$ cat config.mk
export PLATFORM = sky130hd
export DESIGN_NAME = regfile_scoreboard_flat
export DESIGN_NICKNAME = d
export VERILOG_FILES = /design/src/rtl/regfile_scoreboard_pkg.sv /design/src/rtl/regfile_scoreboard_if.sv /design/src/rtl/scoreboard_counter.sv /design/src/rtl/regfile_scoreboard.sv /design/src/flat_wrapper.sv
export SDC_FILE = /design/constraint.sdc
export NUM_CORES = 1
export LEC_CHECK = 0
export CORE_MARGIN = 2
export CORE_UTILIZATION = 44
export DETAILED_ROUTE_END_ITERATION = 7
export PLACE_DENSITY = 0.7
export SLEW_MARGIN = 10
export SYNTH_ARGS = -nofsm -noshare
export SYNTH_HDL_FRONTEND = slang
export SYNTH_SLANG_ARGS = --single-unit
$ cat constraint.sdc
create_clock -name clk_i -period 20.5 [get_ports clk_i]
set_input_delay 3.075 -clock clk_i [delete_from_list [all_inputs] [get_ports clk_i]]
set_output_delay 3.075 -clock clk_i [all_outputs]
set_load 0.02 [all_outputs]
$ cat src/rtl/regfile_scoreboard_pkg.sv
// Shared definitions for the register-file scoreboard: default sizing and the
// issue descriptor bundled from the issue-port signals.
package regfile_scoreboard_pkg;

  localparam int unsigned DEFAULT_NUM_REGS        = 32;
  localparam int unsigned DEFAULT_MAX_PENDING     = 3;
  localparam int unsigned DEFAULT_MAX_INFLIGHT    = 8;
  localparam bit          DEFAULT_COMPLETE_BYPASS = 1'b1;

  // Fixed-width index field so the struct does not depend on NUM_REGS
  localparam int unsigned SB_IDX_W = 8;

  typedef struct packed {
    logic                we;
    logic [SB_IDX_W-1:0] rd;
    logic [SB_IDX_W-1:0] rs1;
    logic [SB_IDX_W-1:0] rs2;
    logic                uses_rs1;
    logic                uses_rs2;
  } sb_issue_t;

endpackage

$ cat src/rtl/regfile_scoreboard_if.sv
// Issue / complete / kill bundle plus scoreboard status, shared between the
// scoreboard (slave) and whoever drives the pipeline (master).
interface regfile_scoreboard_if import regfile_scoreboard_pkg::*; #(
  parameter int unsigned NUM_REGS     = DEFAULT_NUM_REGS,
  parameter int unsigned MAX_INFLIGHT = DEFAULT_MAX_INFLIGHT
);
  localparam int unsigned IDX_W = $clog2(NUM_REGS);
  localparam int unsigned IW    = $clog2(MAX_INFLIGHT + 1);

  logic             issue_valid_i;
  logic [IDX_W-1:0] issue_rd_i;
  logic [IDX_W-1:0] issue_rs1_i;
  logic [IDX_W-1:0] issue_rs2_i;
  logic             issue_we_i;
  logic             issue_uses_rs1_i;
  logic             issue_uses_rs2_i;
  logic             issue_stall_o;
  logic             complete_valid_i;
  logic [IDX_W-1:0] complete_rd_i;
  logic             kill_valid_i;
  logic [IDX_W-1:0] kill_rd_i;
  logic [NUM_REGS-1:0] busy_o;
  logic [IW-1:0]    inflight_o;
  logic             err_o;

  modport master (
    output issue_valid_i, issue_rd_i, issue_rs1_i, issue_rs2_i, issue_we_i,
           issue_uses_rs1_i, issue_uses_rs2_i, complete_valid_i, complete_rd_i,
           kill_valid_i, kill_rd_i,
    input  issue_stall_o, busy_o, inflight_o, err_o
  );

  modport slave (
    input  issue_valid_i, issue_rd_i, issue_rs1_i, issue_rs2_i, issue_we_i,
           issue_uses_rs1_i, issue_uses_rs2_i, complete_valid_i, complete_rd_i,
           kill_valid_i, kill_rd_i,
    output issue_stall_o, busy_o, inflight_o, err_o
  );

endinterface

$ cat src/rtl/scoreboard_counter.sv
// Pending-write counter for one architectural register. Applies the net of one
// increment and up to two decrements; a net result below zero clamps to zero.
module scoreboard_counter #(
  parameter int unsigned CNT_W = 2
) (
  input  logic             clk_i,
  input  logic             reset_i,
  input  logic             inc_i,
  input  logic             dec_i,
  input  logic             dec2_i,
  output logic [CNT_W-1:0] count_o,
  output logic             underflow_o,
  output logic [1:0]       deficit_o
);
  // Two spare bits: one for the +1 headroom, one as sign
  localparam int unsigned SW = CNT_W + 2;

  logic [CNT_W-1:0] count_q, count_d;
  logic [SW-1:0]    sum;

  always_comb begin
    sum         = SW'(count_q) + SW'(inc_i) - SW'(dec_i) - (SW'(dec2_i) << 1);
    underflow_o = sum[SW-1];
    // How much of the requested decrement could not be applied
    deficit_o   = underflow_o ? 2'(SW'(0) - sum) : 2'd0;
    count_d     = underflow_o ? '0 : CNT_W'(sum);
  end

  always_ff @(posedge clk_i or posedge reset_i) begin
    if (reset_i) begin
      count_q <= '0;
    end else begin
      count_q <= count_d;
    end
  end

  assign count_o = count_q;

endmodule

$ cat src/rtl/regfile_scoreboard.sv
// Register-file scoreboard: tracks outstanding writes per register, stalls
// issue on RAW and capacity hazards, and flags completions with nothing pending.
module regfile_scoreboard import regfile_scoreboard_pkg::*; #(
  parameter int unsigned NUM_REGS        = DEFAULT_NUM_REGS,
  parameter int unsigned MAX_PENDING     = DEFAULT_MAX_PENDING,
  parameter int unsigned MAX_INFLIGHT    = DEFAULT_MAX_INFLIGHT,
  parameter bit          COMPLETE_BYPASS = DEFAULT_COMPLETE_BYPASS
) (
  input  logic           clk_i,
  input  logic           reset_i,
  regfile_scoreboard_if.slave sb
);
  localparam int unsigned IDX_W = $clog2(NUM_REGS);
  localparam int unsigned CW    = $clog2(MAX_PENDING + 1);
  localparam int unsigned IW    = $clog2(MAX_INFLIGHT + 1);
  localparam int unsigned DW    = IW + 2;

  sb_issue_t           iss;
  logic [IDX_W-1:0]    rd, rs1, rs2, crd, krd;
  logic [CW-1:0]       count   [NUM_REGS];
  logic [1:0]          deficit [NUM_REGS];
  logic [NUM_REGS-1:0] busy, underflow;
  logic [IW-1:0]       inflight_q, inflight_d;
  logic                err_q;
  logic                rd_hz, rs1_hz, rs2_hz, stall, accept;
  logic                c_live, k_live;
  logic [1:0]          n_dec, lost;

  always_comb begin
    iss.we       = sb.issue_we_i;
    iss.rd       = SB_IDX_W'(sb.issue_rd_i);
    iss.rs1      = SB_IDX_W'(sb.issue_rs1_i);
    iss.rs2      = SB_IDX_W'(sb.issue_rs2_i);
    iss.uses_rs1 = sb.issue_uses_rs1_i;
    iss.uses_rs2 = sb.issue_uses_rs2_i;
  end

  assign rd  = IDX_W'(iss.rd);
  assign rs1 = IDX_W'(iss.rs1);
  assign rs2 = IDX_W'(iss.rs2);
  assign crd = sb.complete_rd_i;
  assign krd = sb.kill_rd_i;

  // Events aimed at r0 are dropped here so they never reach a counter
  assign c_live = sb.complete_valid_i && (crd != '0);
  assign k_live = sb.kill_valid_i && (krd != '0);

  assign count[0]     = '0;
  assign deficit[0]   = '0;
  assign underflow[0] = 1'b0;

  for (genvar r = 1; r < NUM_REGS; r++) begin : g_cnt
    logic [1:0] ndec;
    logic       inc;

    assign ndec = 2'(c_live && (crd == IDX_W'(r))) + 2'(k_live && (krd == IDX_W'(r)));
    assign inc  = accept && (rd == IDX_W'(r));

    scoreboard_counter #(
      .CNT_W (CW)
    ) u_cnt (
      .clk_i       (clk_i),
      .reset_i     (reset_i),
      .inc_i       (inc),
      .dec_i       (ndec == 2'd1),
      .dec2_i      (ndec == 2'd2),
      .count_o     (count[r]),
      .underflow_o (underflow[r]),
      .deficit_o   (deficit[r])
    );
  end

  always_comb begin
    for (int i = 0; i < NUM_REGS; i++) begin
      busy[i] = (count[i] != '0);
    end
  end

  always_comb begin
    rd_hz  = iss.we && (rd != '0) &&
             ((count[rd] == CW'(MAX_PENDING)) || (inflight_q == IW'(MAX_INFLIGHT)));
    // A write retiring this cycle as the last one pending releases its readers
    rs1_hz = iss.uses_rs1 && busy[rs1] &&
             !(COMPLETE_BYPASS && sb.complete_valid_i && (crd == rs1) && (count[rs1] == CW'(1)));
    rs2_hz = iss.uses_rs2 && busy[rs2] &&
             !(COMPLETE_BYPASS && sb.complete_valid_i && (crd == rs2) && (count[rs2] == CW'(1)));
    stall  = sb.issue_valid_i && (rs1_hz || rs2_hz || rd_hz);
    accept = sb.issue_valid_i && !stall && iss.we && (rd != '0);
  end

  // Only the completed / killed registers can clamp, so their deficits give
  // back exactly the decrements that were not applied.
  always_comb begin
    n_dec      = 2'(c_live) + 2'(k_live);
    lost       = (crd == krd) ? deficit[crd] : deficit[crd] + deficit[krd];
    inflight_d = IW'(DW'(inflight_q) + DW'(accept) - DW'(n_dec) + DW'(lost));
  end

  always_ff @(posedge clk_i or posedge reset_i) begin
    if (reset_i) begin
      inflight_q <= '0;
      err_q      <= 1'b0;
    end else begin
      inflight_q <= inflight_d;
      err_q      <= err_q | (|underflow);
    end
  end

  assign sb.issue_stall_o = stall;
  assign sb.busy_o        = busy;
  assign sb.inflight_o    = inflight_q;
  assign sb.err_o         = err_q;

endmodule
$ cat src/flat_wrapper.sv
// flat-port wrapper written by rule: the top's interface ports become plain ports
module regfile_scoreboard_flat import regfile_scoreboard_pkg::*;
#(
  parameter int unsigned NUM_REGS        = DEFAULT_NUM_REGS,
  parameter int unsigned MAX_PENDING     = DEFAULT_MAX_PENDING,
  parameter int unsigned MAX_INFLIGHT    = DEFAULT_MAX_INFLIGHT,
  parameter bit          COMPLETE_BYPASS = DEFAULT_COMPLETE_BYPASS
)
  (clk_i, reset_i, sb_issue_valid_i, sb_issue_rd_i, sb_issue_rs1_i, sb_issue_rs2_i, sb_issue_we_i, sb_issue_uses_rs1_i, sb_issue_uses_rs2_i, sb_complete_valid_i, sb_complete_rd_i, sb_kill_valid_i, sb_kill_rd_i, sb_issue_stall_o, sb_busy_o, sb_inflight_o, sb_err_o);
  regfile_scoreboard_if #(.NUM_REGS(NUM_REGS), .MAX_INFLIGHT(MAX_INFLIGHT)) sb_i ();
  input  logic clk_i;
  input  logic reset_i;
  input wire logic [$bits(sb_i.issue_valid_i)-1:0] sb_issue_valid_i;
  input wire logic [$bits(sb_i.issue_rd_i)-1:0] sb_issue_rd_i;
  input wire logic [$bits(sb_i.issue_rs1_i)-1:0] sb_issue_rs1_i;
  input wire logic [$bits(sb_i.issue_rs2_i)-1:0] sb_issue_rs2_i;
  input wire logic [$bits(sb_i.issue_we_i)-1:0] sb_issue_we_i;
  input wire logic [$bits(sb_i.issue_uses_rs1_i)-1:0] sb_issue_uses_rs1_i;
  input wire logic [$bits(sb_i.issue_uses_rs2_i)-1:0] sb_issue_uses_rs2_i;
  input wire logic [$bits(sb_i.complete_valid_i)-1:0] sb_complete_valid_i;
  input wire logic [$bits(sb_i.complete_rd_i)-1:0] sb_complete_rd_i;
  input wire logic [$bits(sb_i.kill_valid_i)-1:0] sb_kill_valid_i;
  input wire logic [$bits(sb_i.kill_rd_i)-1:0] sb_kill_rd_i;
  output wire logic [$bits(sb_i.issue_stall_o)-1:0] sb_issue_stall_o;
  output wire logic [$bits(sb_i.busy_o)-1:0] sb_busy_o;
  output wire logic [$bits(sb_i.inflight_o)-1:0] sb_inflight_o;
  output wire logic [$bits(sb_i.err_o)-1:0] sb_err_o;
  assign sb_i.issue_valid_i = sb_issue_valid_i;
  assign sb_i.issue_rd_i = sb_issue_rd_i;
  assign sb_i.issue_rs1_i = sb_issue_rs1_i;
  assign sb_i.issue_rs2_i = sb_issue_rs2_i;
  assign sb_i.issue_we_i = sb_issue_we_i;
  assign sb_i.issue_uses_rs1_i = sb_issue_uses_rs1_i;
  assign sb_i.issue_uses_rs2_i = sb_issue_uses_rs2_i;
  assign sb_i.complete_valid_i = sb_complete_valid_i;
  assign sb_i.complete_rd_i = sb_complete_rd_i;
  assign sb_i.kill_valid_i = sb_kill_valid_i;
  assign sb_i.kill_rd_i = sb_kill_rd_i;
  assign sb_issue_stall_o = sb_i.issue_stall_o;
  assign sb_busy_o = sb_i.busy_o;
  assign sb_inflight_o = sb_i.inflight_o;
  assign sb_err_o = sb_i.err_o;
  regfile_scoreboard #(.NUM_REGS(NUM_REGS), .MAX_PENDING(MAX_PENDING), .MAX_INFLIGHT(MAX_INFLIGHT), .COMPLETE_BYPASS(COMPLETE_BYPASS)) u_core (.clk_i(clk_i), .reset_i(reset_i), .sb(sb_i));
endmodule
== Word-level counts from Yosys, hierarchy flattened ==
Cells that the tools add are included.
W data, S select, Z words.
Storage, ports and cells
  flip-flop bits (word level): 67
  input port bits: 33
Cells by class
  add/sub/neg operators: 160
  $lt $le $gt $ge: 7
  equality and inequality tests: 162
  mux-type cells: 82
  bitwise logic cells: 6
  reduce and logical (&&, ||, !) cells: 150
Operators by type and width (number)
  $eq A5 B5 Y1 const B: 48
  $mux W2: 73
  $sub A4 B2 Y4: 32
  $sub A4 B1 Y4: 31
  $eq A5 B4 Y1 const B: 24
  $logic_and A1 B1 Y1: 109
  $add A2 B1 Y3: 31
  $eq A2 B1 Y1 const B: 33
  $add A1 B1 Y2: 32
  $eq A2 B2 Y1 const B: 32
  $reduce_bool A2 Y1: 31
  $sub A1 B2 Y2 const A: 31
  $eq A5 B3 Y1 const B: 12
  $bmux W2 S5: 5
  $reduce_or A31 Y1: 1
  $eq A5 B2 Y1 const B: 6
  $ge A6 B6 Y1 const B: 5
  $not A5 Y6: 5
  $eq A5 B1 Y1 const B: 3
  $eq A5 B5 Y1: 3
  $reduce_bool A5 Y1: 3
  $lt A5 B6 Y1 const B: 2
  $bmux W1 S5: 2
  $add A4 B1 Y4: 1
  7 further kinds: 12

== Depth between registers and ports, before layout ==
  depth after elaboration: 27
  mapped depth: 30
  gate-level depth less buffers: 27

== By module ==
Synthesis repeated with hierarchy kept, for this count alone.
Unflattened totals
  cells, all modules: 1189
  area, all modules: 10122.2 sq um
By module, submodules not included
  scoreboard_counter: times used 31, cells an instance 17, area each 165.2 sq um, seq. area each 50.0 sq um
  regfile_scoreboard: times used 1, cells an instance 662, area each 5002.3 sq um, seq. area each 125.1 sq um

== Worst setup path after synthesis ==
OpenSTA, ideal clock, no wires.
  kind: input -> register
  from: in sb_issue_rs1_i[1]
  to: reg u_core.inflight_q[1] (netlist: u_core.sb.inflight_o[1])
  library setup time: 0.064 ns
  data arrival time: 9.615 ns
  setup slack: 10.821 ns
  stages: 27
  buffers on the path: 2
  cells stage by stage: buf_4 -> inv_4 -> mux4_2 -> mux2_2 -> o41ai_1 -> a211oi_1 -> o221ai_2 -> buf_4 -> nor3_1 -> ha_1 -> fa_1 -> nor3_1 -> nand2_1 -> mux4_2 -> mux4_2 -> nand2_1 -> o21a_1 -> ha_1 -> mux2_2 -> fa_1 -> inv_1 -> fa_1 -> inv_1 -> fa_1 -> inv_1 -> fa_1 -> inv_1
Between the ends
  longest elaborated chain between the ends: 27
RTL lines
  from (decl): line flat_wrapper.sv:15  | input wire logic [$bits(sb_i.issue_rs1_i)-1:0] sb_issue_rs1_i;
  $not A5 Y6 (implied by the code): line regfile_scoreboard.sv:84  | !(COMPLETE_BYPASS && sb.complete_valid_i && (crd == rs1) && (count[rs1] == CW'(1)));
  $bmux W2 S5: line regfile_scoreboard.sv:84
  $mux W2 (implied by the code) (2 in series): line regfile_scoreboard.sv:84
  $eq A2 B1 Y1: line regfile_scoreboard.sv:84
  $logic_and A1 B1 Y1: line regfile_scoreboard.sv:84
  $logic_not A1 Y1: line regfile_scoreboard.sv:84
  $logic_and A1 B1 Y1 *: line regfile_scoreboard.sv:83  | rs1_hz = iss.uses_rs1 && busy[rs1] &&
  $logic_or A1 B1 Y1 * (2 in series): line regfile_scoreboard.sv:87  | stall = sb.issue_valid_i && (rs1_hz || rs2_hz || rd_hz);
  [... 9 more ...]
  $sub A1 B2 Y2: line scoreboard_counter.sv:25  | deficit_o = underflow_o ? 2'(SW'(0) - sum) : 2'd0;
  $mux W2: line scoreboard_counter.sv:25
  $bmux W2 S5: line regfile_scoreboard.sv:95  | lost = (crd == krd) ? deficit[crd] : deficit[crd] + deficit[krd];
  $mux W2 (implied by the code) (2 in series): line regfile_scoreboard.sv:95
  $add A2 B2 Y2: line regfile_scoreboard.sv:95
  $mux W2: line regfile_scoreboard.sv:95
  $add A4 B2 Y4 *: line regfile_scoreboard.sv:96  | inflight_d = IW'(DW'(inflight_q) + DW'(accept) - DW'(n_dec) + DW'(lost));
  net u_core.inflight_d[1]: line regfile_scoreboard.sv:23  | logic [IW-1:0] inflight_q, inflight_d;
  to (signal assigned): line regfile_scoreboard.sv:104  | inflight_q <= inflight_d;
  to (decl): line regfile_scoreboard.sv:23
The timed path passes the listed nets; every way through them passes the cells marked *. The select of a mux whose other input is x is not followed.

== Worst setup path in the final report ==
Ends and elaborated chain as after synthesis.

==> flow_metrics.tcl <==
set metrics [dict create \
    status "complete, no violations" \
    crit_fanout 33 \
    placed_area_um2 9410 \
    die_x_um 143 \
    start_util_pct 45.2 \
    dominantRegCellSynth "dfrtp_1" \
    die_h_um 143 \
    share_comb_of_total_power_pct 53.2 \
    worstSetupPathType "input port to flop" \
    drive_gt1_share_pct 8.07 \
    powerDensity_nw_per_um2 94.7 \
    worst-path-buf-inv 7 \
    ir_drop_v 0.0000644 \
    vias 8463 \
    cts_inserted_buffers 9 \
    cts_max_path_buffers 2 \
    slew_headroom_pct 16.9 \
    antenna_found_initial 0 \
    nets 1221 \
    coreArea_um2 18900 \
    r2r_slack_ps 12540 \
    yosys-top-cells-area "dfrtp_1 20%, ha_1 9.8%, mux4_2 9.5%, nand2_1 9.1%, fa_1 8.2%" \
    post-cts-setup-buffers 0 \
    yosysSeqAreaShare_pct 19.7 \
    r2r_cells 27 \
    worstHoldPathCells 2 \
    cp.depth 28 \
    cts_resized 0 \
    cpMaxStageDelayCell "clkdlybuf4s50_1" \
    grt.total_usage_pct 29.7 \
    ios 71 \
    ys_async_sr_fraction_pct 100 \
    post-place-cells 1335 \
    drt_pass1_iterations 6 \
    worstSkewPairLatency_ps 360 \
    fin_crit_sh_pct 55.0 \
    finalMaxSlewViolations 0 \
    sw_frac_of_total_pct 43.6 \
    drc_errors 0 \
    wl_per_cell_um 21.9 \
    wl_mm 29.6 \
    avgViaCountPerCell 6.26 \
    crit_path_frequent_cell "fa_1" \
    p_leak_nw 3.95 \
    final_common_cell "nand2_1" \
    cts_num_sinks 67 \
    setup_violations 0 \
    first_global_vias 8196 \
    gp_congestion 1.01 \
    min_path_type "flop to flop" \
    synth_top_area_share_pct 19.7 \
    syn_nets 1180 \
    h-tree-depth 3 \
    placement.io_buffers 69 \
    instances_no_fill 1351 \
    crit_family "adder cells" \
    dieArea_um2 20500 \
    grt_overflow_total 0 \
    seqPwrFrac_pct 26.7 \
    syn_to_final_growth_pct 14.3 \
    yosysUniqueCellTypes 70 \
    syn-cell-area_um2 8530 \
    ant_nets 0 \
    required_ps 20800 \
    cts_hold_buf 0 \
    rsz0062_at_grt "false" \
    final_cell_mix "207 x nand2_1, 81 x nor2_1, 69 x clkdlybuf4s50_1" \
    root_buffer "clkbuf_16" \
    synth_seq_cells 67 \
    clkTransAtPathRegs_ps 60 \
    drv_cap 0 \
    p_clk_share_pct 20.1 \
    period_minus_slack_ps 11270 \
    fp-row-count 50 \
    cp_data_arrival_time_ps 11570 \
    fin_ws_ps 9230 \
    cp-end-kind "flop" \
    cp-start-kind "input port" \
    power.internal_w 0.000521 \
    synth_cells 1045 \
    tightest_slew_ps 1240 \
    synth_area_leader_cell "dfrtp_1" \
    fin_skew_ps 11.1 \
    synth_edf_count 0 \
    power_w 0.000923 \
    tns_ps 0 \
    dr.first_iter.drc_count 923 \
    finalHoldViolCount 0 \
    final_cell_area_um2 9750 \
    syn_avg_cell_area_um2 8.16 \
    grt_max_degree 68 \
    grt_first_pass_wirelength_mm 46.2 \
    synth_warnings 0 \
    tritoncts "done" \
    pre_cts_ws_ps 9070 \
    insertedDiodeCount 0 \
    p_sw_w 0.000402 \
    hpwl_mm 23.4 \
    max_stage_delay_ps 840 \
    fmax_mhz 88.7 \
]
-- area by class of cell --
class | instances | area, µm²
fillers | 1806 | 9140
clock buffers | 10 | 229
flip-flops and latches | 67 | 1680
multi-input cells | 866 | 6400
well taps | 260 | 325
repair buffers | 80 | 773
clock inverters | 6 | 114
inverters | 62 | 235
-- power by group through the flow --
stage          clock network, W  registers, W  logic (W)
2_1_floorplan                 0      0.000220   0.000325
3_3_place_gp                  0      0.000243   0.000484
3_5_place_dp                  0      0.000244   0.000484
4_1_cts                0.000187      0.000242   0.000488
5_1_grt                0.000192      0.000253   0.000533
6_report               0.000186      0.000247   0.000491
-- state kept, by name (all words and copies together), names as in the netlist --
register / count
u_core.sb.inflight_o: 4
u_core.sb.err_o: 1
u_core.g_cnt.u_cnt.count_o: 62
-- layer usage --
metal / vias to the layer above / track usage (%) / wire length (µm) / share of wire [%]
li1: 3866 / - / - / -
met1: 4026 / 40.8 / 12500 / 42
met2: 493 / 46.5 / 13100 / 44
met3: 78 / 5.84 / 2910 / 9.8
met4: 0 / 11.5 / 1060 / 3.6
met5: - / 0 / 0 / 0
-- tightest hold or removal path, stage by stage (launching register included) --
cell and delay [ps]:
dfrtp_1 360, ha_1 140, xnor2_1 70
-- stage by stage --
stage / hold WS, ps / utilization [%]
3_5_place_dp: 598 / 49.8
3_3_place_gp: 599 / 49.8
6_report: 609 / 51.6
2_1_floorplan: 660 / -
4_1_cts: 615 / 51.6
5_1_grt: 635 / 51.6
-- path summary, 6_finish.rpt --
path	start	end
max	sb_issue_rs1_i[1]	u_core.sb.inflight_o[1]$_DFF_PP0_
min	u_core.sb.inflight_o[3]$_DFF_PP0_	u_core.sb.inflight_o[3]$_DFF_PP0_
max reg2reg	u_core.g_cnt[9].u_cnt.count_o[0]$_DFF_PP0_	u_core.sb.inflight_o[1]$_DFF_PP0_
min reg2reg	u_core.sb.inflight_o[3]$_DFF_PP0_	u_core.sb.inflight_o[3]$_DFF_PP0_
max in group asynchronous	reset_i	u_core.g_cnt[15].u_cnt.count_o[0]$_DFF_PP0_
min in group asynchronous	reset_i	u_core.g_cnt[23].u_cnt.count_o[1]$_DFF_PP0_
-- cell families after synthesis --
kind of cell | synth area share [%]
AO/OA/AOI/OAI | 12.0
buffers and inverters | 5.37
flip-flops | 19.7
multiplexers | 10.9
adder cells (fa/ha/maj) | 18.0
AND/OR/NAND/NOR | 32.2
XOR/XNOR | 1.85
other | 0.0440
-- cell usage after synthesis, types with 4 or more instances --
cell,count
a221oi_1,4
or2_2,11
a311oi_1,15
nand2b_1,28
buf_2,10
fa_1,35
nor2b_1,37
xor2_1,11
nand4_1,4
o31ai_1,4
and2_1,4
ha_1,67
nor3_1,62
clkbuf_1,32
nand2_1,207
o21ai_0,24
a21oi_1,10
dfrtp_1,67
nor4_1,48
a31oi_1,10
mux2i_1,6
xnor2_1,7
inv_2,4
mux4_2,36
mux2_2,5
a211oi_1,13
inv_1,56
nor2_1,81
o211ai_1,10
buf_4,4
nor3b_1,32
nand3_1,27
(Power assumes the default switching activity.)
